==> src/rtl/lpc_sniffer_pkg.sv <==
// ============================================================================
// Module      : lpc_sniffer_pkg
// Description : Shared record layout, marker encoding and arbiter state type.
// Revision    : 1.0 - initial release
// ============================================================================
`default_nettype none

package lpc_sniffer_pkg;

    // Record field positions (48-bit record)
    localparam int c_REC_W       = 48;
    localparam int c_PAYLOAD_LSB = 16;
    localparam int c_SEQ_LSB     = 8;
    localparam int c_SUB_LSB     = 5;
    localparam int c_TIMEOUT_BIT = 4;

    localparam logic [3:0] c_MARKER_CODE = 4'hF;
    localparam logic [2:0] c_SUB_DROP    = 3'b001;
    localparam logic [2:0] c_SUB_HB      = 3'b010;

    typedef enum logic [1:0] {
        ST_RUN   = 2'd0,
        ST_DROP  = 2'd1,
        ST_FLUSH = 2'd2
    } state_t;

    function automatic logic [c_REC_W-1:0] make_marker(
        input logic [2:0]  sub,
        input logic [7:0]  seq,
        input logic [31:0] payload
    );
        logic [c_REC_W-1:0] rec;
        rec = '0;
        rec[c_REC_W-1:c_PAYLOAD_LSB]    = payload;
        rec[c_SEQ_LSB+7:c_SEQ_LSB]      = seq;
        rec[c_SUB_LSB+2:c_SUB_LSB]      = sub;
        rec[c_TIMEOUT_BIT]              = 1'b0;
        rec[3:0]                        = c_MARKER_CODE;
        return rec;
    endfunction

endpackage

`default_nettype wire

==> src/rtl/heartbeat_timer.sv <==
// ============================================================================
// Module      : heartbeat_timer
// Description : Free-running period timer; strobes expire and counts expiries.
// Revision    : 1.0 - initial release
// ============================================================================
`default_nettype none

module heartbeat_timer #(
    parameter int HB_CYCLES = 48000000
) (
    input  logic        clock,
    input  logic        reset,
    output logic        expire,
    output logic [31:0] count
);

    generate
        if (HB_CYCLES > 0) begin : g_enabled
            localparam logic [31:0] c_LAST = 32'(HB_CYCLES - 1);

            logic [31:0] tick_q, tick_d;
            logic [31:0] count_q, count_d;
            logic        w_expire;

            always_comb begin
                w_expire = (tick_q == c_LAST);
                tick_d   = w_expire ? 32'd0 : tick_q + 32'd1;
                count_d  = w_expire ? count_q + 32'd1 : count_q;
            end

            always_ff @(posedge clock) begin
                if (reset) begin
                    tick_q  <= 32'd0;
                    count_q <= 32'd0;
                end else begin
                    tick_q  <= tick_d;
                    count_q <= count_d;
                end
            end

            assign expire = w_expire;
            assign count  = count_q;
        end else begin : g_disabled
            assign expire = 1'b0;
            assign count  = 32'd0;
        end
    endgenerate

endmodule

`default_nettype wire

==> src/rtl/record_arbiter.sv <==
// ============================================================================
// Module      : record_arbiter
// Description : Merges LPC records, drop markers and heartbeats into one
//               ring-buffer write stream with registered outputs.
// Revision    : 1.0 - initial release
// ============================================================================
`default_nettype none

module record_arbiter
    import lpc_sniffer_pkg::*;
#(
    parameter int DW        = 48,
    parameter int HB_CYCLES = 48000000
) (
    input  logic          clock,
    input  logic          reset,
    input  logic [DW-1:0] lpc_data,
    input  logic          lpc_enable,
    input  logic          buffer_full,
    output logic [DW-1:0] write_data,
    output logic          write_clock_enable,
    output logic [15:0]   drop_count,
    output logic          dropping
);

    state_t        state_q, state_d;
    logic [15:0]   drop_count_q, drop_count_d;
    logic [DW-1:0] hold_q, hold_d;
    logic [7:0]    seq_q, seq_d;
    logic          hb_pending_q, hb_pending_d;
    logic [DW-1:0] write_data_q, write_data_d;
    logic          wce_q, wce_d;

    logic          w_expire;
    logic [31:0]   w_hb_count;
    logic          w_hb_write;
    logic [15:0]   w_drop_inc;

    heartbeat_timer #(.HB_CYCLES(HB_CYCLES)) u_hb (
        .clock  (clock),
        .reset  (reset),
        .expire (w_expire),
        .count  (w_hb_count)
    );

    always_ff @(posedge clock) begin
        if (reset) begin
            state_q      <= ST_RUN;
            drop_count_q <= 16'd0;
            hold_q       <= '0;
            seq_q        <= 8'd0;
            hb_pending_q <= 1'b0;
            write_data_q <= '0;
            wce_q        <= 1'b0;
        end else begin
            state_q      <= state_d;
            drop_count_q <= drop_count_d;
            hold_q       <= hold_d;
            seq_q        <= seq_d;
            hb_pending_q <= hb_pending_d;
            write_data_q <= write_data_d;
            wce_q        <= wce_d;
        end
    end

    // FLUSH leaves to DROP whenever a record was lost while the hold drained
    always_comb begin
        state_d = state_q;
        case (state_q)
            ST_RUN:   if (lpc_enable && buffer_full) state_d = ST_DROP;
            ST_DROP:  if (!buffer_full) state_d = lpc_enable ? ST_FLUSH : ST_RUN;
            ST_FLUSH: if (!buffer_full)
                          state_d = (lpc_enable || drop_count_q != 16'd0) ? ST_DROP : ST_RUN;
            default:  state_d = ST_RUN;
        endcase
    end

    assign w_drop_inc = (drop_count_q == 16'hFFFF) ? 16'hFFFF : drop_count_q + 16'd1;

    always_comb begin
        wce_d        = 1'b0;
        write_data_d = write_data_q;
        drop_count_d = drop_count_q;
        hold_d       = hold_q;
        seq_d        = seq_q;
        w_hb_write   = 1'b0;
        case (state_q)
            ST_RUN: begin
                if (lpc_enable) begin
                    if (!buffer_full) begin
                        wce_d        = 1'b1;
                        write_data_d = lpc_data;
                    end else begin
                        drop_count_d = 16'd1;
                    end
                end else if (!buffer_full && hb_pending_q) begin
                    wce_d        = 1'b1;
                    write_data_d = DW'(make_marker(c_SUB_HB, seq_q, w_hb_count));
                    seq_d        = seq_q + 8'd1;
                    w_hb_write   = 1'b1;
                end
            end
            ST_DROP: begin
                if (!buffer_full) begin
                    wce_d        = 1'b1;
                    write_data_d = DW'(make_marker(c_SUB_DROP, seq_q, {16'd0, drop_count_q}));
                    seq_d        = seq_q + 8'd1;
                    drop_count_d = 16'd0;
                    if (lpc_enable) hold_d = lpc_data;
                end else if (lpc_enable) begin
                    drop_count_d = w_drop_inc;
                end
            end
            ST_FLUSH: begin
                if (!buffer_full) begin
                    wce_d        = 1'b1;
                    write_data_d = hold_q;
                end
                if (lpc_enable) drop_count_d = w_drop_inc;
            end
            default: ;
        endcase
    end

    // Expiries arriving while a heartbeat is still owed collapse into one marker
    assign hb_pending_d = (hb_pending_q && !w_hb_write) || w_expire;

    assign write_data         = write_data_q;
    assign write_clock_enable = wce_q;
    assign drop_count         = drop_count_q;
    assign dropping           = (state_q != ST_RUN);

endmodule

`default_nettype wire

==> config.mk <==
export PLATFORM = sky130hd
export DESIGN_NAME = record_arbiter
export DESIGN_NICKNAME = d
export VERILOG_FILES = /design/src/rtl/lpc_sniffer_pkg.sv /design/src/rtl/heartbeat_timer.sv /design/src/rtl/record_arbiter.sv
export SDC_FILE = /design/constraint.sdc
export NUM_CORES = 1
export LEC_CHECK = 0
export CELL_PAD_IN_SITES_DETAIL_PLACEMENT = 1
export CELL_PAD_IN_SITES_GLOBAL_PLACEMENT = 2
export CORE_ASPECT_RATIO = 0.75
export CORE_MARGIN = 2
export CORE_UTILIZATION = 32
export DETAILED_ROUTE_END_ITERATION = 7
export GPL_TIMING_DRIVEN = 0
export PLACE_DENSITY_LB_ADDON = 0.1
export SLEW_MARGIN = 5
export SYNTH_ARGS = -nofsm -noshare
export SYNTH_HDL_FRONTEND = slang
export SYNTH_SLANG_ARGS = --single-unit
==> constraint.sdc <==
create_clock -name clock -period 3.1 [get_ports clock]
set_input_delay 0.62 -clock clock [delete_from_list [all_inputs] [get_ports clock]]
set_output_delay 0.62 -clock clock [all_outputs]
set_load 0.005 [all_outputs]
==> results by group <==
Timing
  – Slew Viols, Final: 0
  – Final period util: 94.8%
  – Max Fclk: about 340 MHz
  – RSZ-0062 raised after global routing: no
  – Minimum clock period: 2.94 ns
  – Hold_ws: between 0.4 and 0.5 ns
  – Final hold vios: 0
  – Max-slew headroom: ~34%
  – Clock Skew: 0.0112 ns
  – Worst slew pin tran: 0.982 ns
  – Final setup vio count: 0

Detailed routing
  – Routed wire length: 33.7 mm
  – Routed wire per std cell: between 20 and 25 um
  – DR vias/cell: between 5 and 6
  – Initial DRC Count: 555
  – DRC: 0
  – Post-DRT Antenna Nets: 0
  – Vias: 8,899
  – Pre-antenna DRT Iters: 5

Worst setup path
  – CP arrival: roughly 3.2 ns
  – Required time worst endpoint: between 3 and 4 ns
  – R2r setup slk: roughly 0.25 ns
  – Critical path class: primary input to flip-flop
  – Worst r2r path cells: 10
  – Worst path cell trace: clkdlybuf4s50_1 -> clkbuf_1 -> nand2_1 -> or2_2 -> clkbuf_1 -> clkbuf_1 -> nand2_1 -> a21oi_1
  – Maximum fanout along the worst path: 10
  – Worst r2r src: state_q[1]
  – Crit. End Element: flip-flop
  – Crit-path slowest cell: clkdlybuf4s50_1
  – CP Launch Type: primary input
  – CP max stage delay: approximately 0.62 ns
  – RR Endpoint: write_data[15]
  – Critical Path Most Common Cell: clkbuf_1

Synthesis
  – Flops & latches, synth: ~190
  – Post-synth cell types: just under 50
  – Synth Instances: 1,128
  – Top post-synthesis cells by area: dfxtp_1 (42%), nand2_1 (8.1%), a21oi_1 (8.0%)
  – Cell area after synthesis: about 8900 um^2
  – Syn_nets: 1,189
  – Top FF cell, synth: dfxtp_1
  – Ys async rst share: 0%
  – Syn_area_per_cell: a little under 8 um^2
  – Number of synthesized flops with an enable pin: 0
  – Cell taking the most area after synthesis: dfxtp_1
  – Synth top area share: a little over two fifths
  – Seq/Total Area, Yosys: ~42%
  – Yosys warnings: 0

Floorplan
  – Die Area: roughly 29,000 um^2
  – Row count: 52
  – Die Wd: between 150 and 200 um
  – Core ar.: about 27,000 um^2
  – Die Span Y: 148 um
  – Ports: 118
  – Initial core utilization: between 30% and 40%

CTS
  – H-tree lvl count: 4
  – # hold bufs at CTS: 0
  – Inserted Clock Buffers: 17
  – CTS Buffer Depth: 2
  – Clock sink total: 188
  – Root buf cell: clkbuf_16
  – Post-CTS sizing: 0
  – Clock Latency Late Sink: ~0.44 ns
  – CTS tree: built
  – Worst-path clk slew: ~0.070 ns
  – Post-CTS Setup Bufs: 0

Finish
  – Ant diodes: 0
  – Total Nets Final: approximately 1,300
  – Layout area overhead: 25.1%
  – Fraction of layout cells with a size suffix above 1: between 3 and 4%

Global route
  – Pin count of the biggest net entering global routing: 17
  – Vias in the first global route: between 8,000 and 9,000
  – Initial antenna violation count: 0
  – GR Util All Layers: a little under a quarter
  – Total global routing overflow: 0
  – First-pass GRT wire length: 52.6 mm

Power and ir drop
  – Leak: about 3.7 nW
  – Max VDD drop: 0.338 mV
  – Total power: approximately 6.4 mW
  – Pwr Density: 580 nW/um^2

Worst hold path
  – Hold endpoint: hold_q[7]
  – Beginning of the worst hold path: hold_q[7]
  – Hold path depth: 2
  – Hold WC Path Type: flip-flop to flip-flop

Place
  – Routability Congestion: between 0.8 and 0.9
  – Post-DP HPWL: 24.9 mm
  – Port buffer count: between 100 and 150

Flow run
  – Max-Cap Viols: 0

Status
  – Status: complete, no violations
registers in the layout, indices dropped and copies added, names as in the netlist:
register and flops:
u_hb.count 32, hold_q 48, write_data 48, hb_pending_q 1, drop_count 16, write_clock_enable 1
state_q 2, seq_q 8, u_hb.g_enabled.tick_q 32
how the worst max path moves through the flow:
stage                             startpoint              to  slack [ns]  cells past startpoint
floorplan           u_hb.g_enabled.tick_q[0]  u_hb.count[25]        0.76                      8
global placement                  lpc_enable   drop_count[2]       -0.47                      7
detailed placement                lpc_enable   write_data[7]       -0.42                      6
CTS                               lpc_enable   write_data[7]        0.04                      6
global route                      lpc_enable      hold_q[33]        0.08                      8
finish                            lpc_enable      hold_q[45]        0.16                      8
worst max-delay path, delay by kind of cell:
kind | cells | cell delay, ns
AO/OA/AOI/OAI | 1 | 0.07
buffers and inverters | 4 | 1.85
AND/OR/NAND/NOR | 3 | 0.67
power breakdown:
part	leakage, nW	internal [mW]	switching [mW]
combinational	1.90	0.520	0.859
clock	0.285	1.37	1.03
sequential	1.52	2.55	0.105
synth_stat cells (4+ instances only):
library cell	count
nor2_1	82
inv_1	13
nor3_1	21
mux2i_1	31
nand4_1	24
a221o_1	6
and4_1	8
xor2_1	30
a31oi_1	7
nor4_1	16
xnor2_1	15
o21ai_0	59
nor4b_1	4
a211oi_1	13
o31ai_1	10
a21oi_1	142
nand2_1	192
or4_1	9
or3_1	16
a211o_1	14
a221oi_1	14
buf_1	10
nand3_1	63
dfxtp_1	188
ha_1	9
clkbuf_1	75
nand2b_1	6
and3_1	21
cells by family after synthesis:
logic type               count (synthesis)  synth area share, %
AO/OA/AOI/OAI                          281                 18.7
XOR/XNOR                                45                 4.44
adder cells (fa/ha/maj)                  9                 1.27
buffers and inverters                  101                 4.45
flip-flops                             188                 42.4
multiplexers                            31                 3.49
AND/OR/NAND/NOR                        473                 25.3
through the flow:
step,cells,setup TNS [ns],utilization [%],cell area [um^2],setup WS (ns)
detailed placement,1595,-12.97,38.6,10500,-0.422
CTS,1627,0,40.9,11100,0.0374
finish,1627,0,41.0,11100,0.162
global route,1627,0,41.0,11100,0.0834
floorplan,1128,0,-,8880,0.755
global placement,1594,-13.16,38.6,10500,-0.468
area by class of cell:
cell class	count	area, um^2
Fill cell	3318	16000
Clock buffer	21	450
Multi-Input combinational cell	839	4730
Tap cell	351	439
Sequential cell	188	3760
Timing Repair Buffer	116	1160
Clock inverter	11	168
Buffer	88	350
Inverter	13	48.8
placed cells by master (no fill, tap or decap), types with 30 or more instances in the layout:
master and n:
nand3_1 63, nand2_1 192, clkbuf_1 75, a21oi_1 142
clkdlybuf4s50_1 115, xor2_1 30, nor2_1 82, o21ai_0 59
dfxtp_1 188, mux2i_1 31
metal layers:
metal / global-route usage, % / up-vias / wire (um)
met1: 36.0 / 4383 / 17500
met5: 0 / - / 0
met3: 4.85 / 30 / 1860
met2: 33.5 / 212 / 13700
met4: 6.29 / 0 / 581
li1: - / 4274 / -
Note: power is estimated with default switching activity, not from simulation.
